## src/rtl/lnl_mode_sequencer.sv

```systemverilog
// Front-panel mode sequencer: debounces four buttons, runs an idle/manual/auto/fault
// state machine and muxes the selected LED pattern generator onto the board LEDs.
module lnl_mode_sequencer #(
    parameter int unsigned BUTTON_COUNT = 4,
    parameter int unsigned LED_COUNT    = 4,
    parameter int unsigned DEBOUNCE     = 16,
    parameter int unsigned DWELL        = 26,
    parameter int unsigned BLINK        = 22
) (
    input  logic                              clk,
    input  logic                              rst,
    input  logic [BUTTON_COUNT-1:0]           btns,
    input  logic [BUTTON_COUNT*LED_COUNT-1:0] pat_leds,
    output logic [BUTTON_COUNT-1:0]           en,
    output logic [LED_COUNT-1:0]              leds,
    output logic [1:0]                        mode
);

    typedef enum logic [1:0] {
        StIdle   = 2'd0,
        StManual = 2'd1,
        StAuto   = 2'd2,
        StFault  = 2'd3
    } state_e;

    localparam logic [DEBOUNCE-1:0]     DbOne    = 1;
    localparam logic [DWELL-1:0]        DwellOne = 1;
    localparam logic [BLINK-1:0]        BlinkOne = 1;
    localparam logic [BUTTON_COUNT-1:0] BtnOne   = 1;

    logic [BUTTON_COUNT-1:0] sync1_q, sync2_q;
    logic [BUTTON_COUNT-1:0] db_q, db_d, press_q, press_d;
    logic [DEBOUNCE-1:0]     db_cnt_q [BUTTON_COUNT];
    logic [DEBOUNCE-1:0]     db_cnt_d [BUTTON_COUNT];

    state_e                  state_q, state_d;
    logic [1:0]              sel_q, sel_d;
    logic [DWELL-1:0]        dwell_q, dwell_d;
    logic [BLINK-1:0]        blink_q, blink_d;
    logic                    phase_q, phase_d;
    logic [BUTTON_COUNT-1:0] en_q, en_d;
    logic [LED_COUNT-1:0]    leds_q, leds_d;
    logic [LED_COUNT-1:0]    slice [BUTTON_COUNT];

    logic                    multi_db;
    logic                    press_any;
    logic [1:0]              press_idx;

    // Counter runs only while the synchronized level disagrees with the debounced one.
    always_comb begin
        db_d    = db_q;
        press_d = '0;
        for (int i = 0; i < BUTTON_COUNT; i++) begin
            db_cnt_d[i] = '0;
            if (sync2_q[i] != db_q[i]) begin
                if (db_cnt_q[i] == {DEBOUNCE{1'b1}}) begin
                    db_d[i]    = ~db_q[i];
                    press_d[i] = ~db_q[i];
                end else begin
                    db_cnt_d[i] = db_cnt_q[i] + DbOne;
                end
            end
        end
    end

    always_comb begin
        for (int i = 0; i < BUTTON_COUNT; i++) begin
            slice[i] = pat_leds[i*LED_COUNT +: LED_COUNT];
        end
    end

    // Lowest index wins; more than one press at once always coincides with a fault anyway.
    always_comb begin
        press_any = 1'b0;
        press_idx = 2'd0;
        for (int i = BUTTON_COUNT - 1; i >= 0; i--) begin
            if (press_q[i]) begin
                press_any = 1'b1;
                press_idx = 2'(i);
            end
        end
    end

    assign multi_db = |(db_q & (db_q - BtnOne));

    always_comb begin
        state_d = state_q;
        sel_d   = sel_q;
        if (multi_db) begin
            state_d = StFault;
        end else begin
            unique case (state_q)
                StIdle: begin
                    if (press_any) begin
                        state_d = StManual;
                        sel_d   = press_idx;
                    end
                end
                StManual: begin
                    if (press_any) begin
                        if (press_idx == sel_q) state_d = StAuto;
                        else                    sel_d   = press_idx;
                    end
                end
                StAuto: begin
                    if (press_any) begin
                        state_d = StManual;
                        sel_d   = press_idx;
                    end else if (dwell_q == {DWELL{1'b1}}) begin
                        sel_d = sel_q + 2'd1;
                    end
                end
                StFault: begin
                    if (db_q == '0) begin
                        state_d = StIdle;
                        sel_d   = 2'd0;
                    end
                end
            endcase
        end

        dwell_d = (state_q == StAuto && state_d == StAuto) ? dwell_q + DwellOne : '0;
        blink_d = (state_q == StFault && state_d == StFault) ? blink_q + BlinkOne : '0;
        phase_d = (state_q == StFault && state_d == StFault) ?
                  (phase_q ^ (blink_q == {BLINK{1'b1}})) : 1'b0;

        en_d = '0;
        if (state_d == StManual || state_d == StAuto) en_d[sel_d] = 1'b1;

        // LEDs follow the current state, giving one cycle of latency after en/mode.
        leds_d = '1;
        unique case (state_q)
            StIdle:           leds_d = '1;
            StManual, StAuto: leds_d = slice[sel_q];
            StFault:          leds_d = phase_q ? {(LED_COUNT/2){2'b10}} : {(LED_COUNT/2){2'b01}};
        endcase
    end

    always_ff @(posedge clk or negedge rst) begin
        if (!rst) begin
            sync1_q <= '0;
            sync2_q <= '0;
            db_q    <= '0;
            press_q <= '0;
            for (int i = 0; i < BUTTON_COUNT; i++) db_cnt_q[i] <= '0;
            state_q <= StIdle;
            sel_q   <= 2'd0;
            dwell_q <= '0;
            blink_q <= '0;
            phase_q <= 1'b0;
            en_q    <= '0;
            leds_q  <= '1;
        end else begin
            sync1_q <= btns;
            sync2_q <= sync1_q;
            db_q    <= db_d;
            press_q <= press_d;
            for (int i = 0; i < BUTTON_COUNT; i++) db_cnt_q[i] <= db_cnt_d[i];
            state_q <= state_d;
            sel_q   <= sel_d;
            dwell_q <= dwell_d;
            blink_q <= blink_d;
            phase_q <= phase_d;
            en_q    <= en_d;
            leds_q  <= leds_d;
        end
    end

    assign en   = en_q;
    assign leds = leds_q;
    assign mode = state_q;

endmodule

```

## config.mk

```make
export PLATFORM = sky130hd
export DESIGN_NAME = lnl_mode_sequencer
export DESIGN_NICKNAME = d
export VERILOG_FILES = /design/src/rtl/lnl_mode_sequencer.sv
export SDC_FILE = /design/constraint.sdc
export NUM_CORES = 1
export LEC_CHECK = 0
export BUFFER_PORTS_ARGS = -buffer_cell sky130_fd_sc_hd__buf_4
export CAP_MARGIN = 10
export CORE_MARGIN = 2
export CORE_UTILIZATION = 50
export CTS_CLUSTER_SIZE = 30
export DETAILED_ROUTE_END_ITERATION = 7
export GPL_ROUTABILITY_DRIVEN = 0
export PLACE_DENSITY = 0.66
export SYNTH_ARGS = -nofsm -noshare
export SYNTH_HDL_FRONTEND = slang
export SYNTH_SLANG_ARGS = --single-unit
```

## constraint.sdc

```tcl
create_clock -name clk -period 7.8 [get_ports clk]
set_clock_uncertainty 0.05 [all_clocks]
set_input_delay 0.39 -clock clk [delete_from_list [all_inputs] [get_ports clk]]
set_output_delay 0.39 -clock clk [all_outputs]
set_load 0.02 [all_outputs]
```

==> metrics.cfg <==
[place]
io_buffers=31
hpwl_mm=7.639
place_ws_ps=4935
dp.cells=830

[critical_path]
crit_arrival_ps=3060
crit_path_end=dwell_q[25]
crit_type=reg2reg
reg2reg_to=dwell_q[25]
reg2reg_slack_ps=4950
cp.required_ps=8020
worstReg2RegStart=db_q[1]
cp-start-kind=register
crit_fanout=25
endpoint_kind=register
crit_start=db_q[1]
r2r_cells=9

[logic_synthesis]
avgSynthCellArea_um2=10.34
synthArstFlopShare_pct=100.0
synth.area.top_cells=dfrtp_1, nor2_1, xor2_1
netlist_instances=638
ys.flop_type=dfrtp_1
synth_largest_area_cell=dfrtp_1
synth_seq_cells=141
synth_seq_area_share_pct=53.56
synth-edff-count=0
synth_warnings=0
synth.top_cell.area_share_pct=51.96
synth_cell_types=44
synth_nets=672
synth_area_mm2=0.006598

[detailed_routing]
via_per_inst=5.273
first_pass_iters=4
totalWireLength_mm=11.41
ant_nets=0
drt-initial-drc-count=215
vias=4545
post-route-drc-count=0
wl_per_cell_um=13.24

[layout]
final_layout_size_suffix_gt1_share_pct=11.88
final_cells=862
multi_input_area_mm2=0.002972
fillers=1086
layout_common_cells=dfrtp_1, nor2_1, xor2_1
final_common_cell=dfrtp_1
insertedDiodeCount=0
finalNetCount=712
final_util_pct=59.09
area_growth_pct=14.41
seq_area_mm2=0.003533

[global_route]
gr-total-overflow=0
grt_pass1_vias=4561
grt_pass1_wl_mm=20.71
grt_usage_pct=18.02
grt_max_degree=75
antenna_found_initial=0

[clocking]
clk_pin_slew_worst_paths_ps=50
htree_levels=4
cts.sinks=141
numCtsBuffers=17
cts_tree=yes
insertion_delay_ps=420
ctsResizeCount=0
clockRootBuffer=clkbuf_16
clockBufferDepth=2

[timing]
finalCriticalPeriod_ps=2845
drv_slew=0
holdWs_ps=28.12
tightest_slew_ps=892.1
fin_setup_tns_ps=0
worst_slack_ps=4955
slew_headroom_pct=40.53
finalHoldViolCount=0
rsz0062_at_grt=no
final-setup-viol-count=0
period_share_pct=36.48
fmax_ghz=0.3515

[floorplan]
initial_utilization_pct=51.65
core_mm2=0.01277
dieWidth_um=118.9
fp-row-count=41
num_io_pins=32
dieArea_mm2=0.01413
die_h_um=118.9

[hold_path]
hold_class=in2reg
min_path_cells=1

[power]
max-vdd-ir-drop_v=0.0001558
p_leak_nw=3.293
p_per_area_mw_per_mm2=200.4

[run]
max_cap_viol_count=0

[outcome]
status=finished, final reports clean

==> report_power, final <==
part	total [mW]	internal [mW]	leakage (nW)	switching (mW)
Sequential	0.746	0.739	1.93	0.00658
Combinational	0.0397	0.0148	1.10	0.0249
Clock	0.727	0.444	0.265	0.283
==> kinds of logic after synthesis <==
| family | after synthesis | synth area share [%] |
|---|---|---|
| AND/OR/NAND/NOR | 317 | 24.24 |
| flip-flops | 141 | 53.56 |
| XOR/XNOR | 95 | 12.61 |
| AO/OA/AOI/OAI | 43 | 3.717 |
| buffers and inverters | 21 | 1.403 |
| adder cells (fa/ha/maj) | 12 | 2.276 |
| multiplexers | 9 | 2.200 |
==> metrics by stage <==
step	instance area, um2	power, mW
floorplan	6598	0.7723
global placement	6998	0.7980
detailed placement	6998	0.7994
CTS	7548	1.535
global route	7548	1.571
finish	7548	1.513
==> flip-flops by register name, summed over array words and instances (netlist names) <==
name,count
db_cnt_q,64
dwell_q,26
sync2_q,4
en,4
sel_q,2
press_q,4
leds,4
sync1_q,4
db_q,4
phase_q,1
blink_q,22
mode,2
==> cells in the mapped netlist (4+ instances only) <==
library cell,number
dfrtp_1,137
nor2_1,123
xor2_1,50
nand2_1,47
xnor2_1,45
nand3_1,40
and3_1,23
a21oi_1,17
o21ai_0,17
nand4_1,15
and4_1,13
ha_1,12
or3_1,12
inv_1,9
nor3b_1,8
and2_1,7
nand2b_1,7
clkbuf_1,6
buf_2,5
nor3_1,5
dfstp_2,4
mux2_2,4
mux4_2,4
nor2b_1,4
==> metal layers <==
| layer | global-route usage, % | share of wire (%) |
|---|---|---|
| met4 | 5.580 | 1.1 |
| met2 | 29.20 | 48 |
| met1 | 23.07 | 48 |
| met3 | 5.843 | 3.3 |
| met5 | 0 | 0 |
==> layout make-up <==
class / count / area share [%]
clock buffers: 25 / 6.697
clock inverters: 6 / 0.4641
inverters: 9 / 0.4475
multi-input cells: 476 / 39.37
flip-flops and latches: 141 / 46.81
well taps: 172 / 2.851
repair buffers: 33 / 3.365
==> how the worst min path moves through the flow <==
stage                     from         end  slack, ps
global route           btns[3]  sync1_q[3]          8
floorplan                  rst  blink_q[0]         40
finish                 btns[1]  sync1_q[1]         30
global placement    sync1_q[0]  sync2_q[0]        290
CTS                    btns[1]  sync1_q[1]          7
detailed placement  sync1_q[0]  sync2_q[0]        290
==> worst max-delay path, cell delays in order (launching register included) <==
cell and delay, ps:
dfrtp_1 440, or4_1 590, nand2_1 90, o21ai_0 80, a21oi_1 150, a21oi_1 50
or2_2 300, ha_1 200, nand2_1 610, nor2_1 130
==> what timing repair did <==
item	4_1_cts	5_1_grt
hold buffers	1	0
buffers inserted	0	0
hold endpoints to repair	63	0
(Power assumes the default switching activity.)
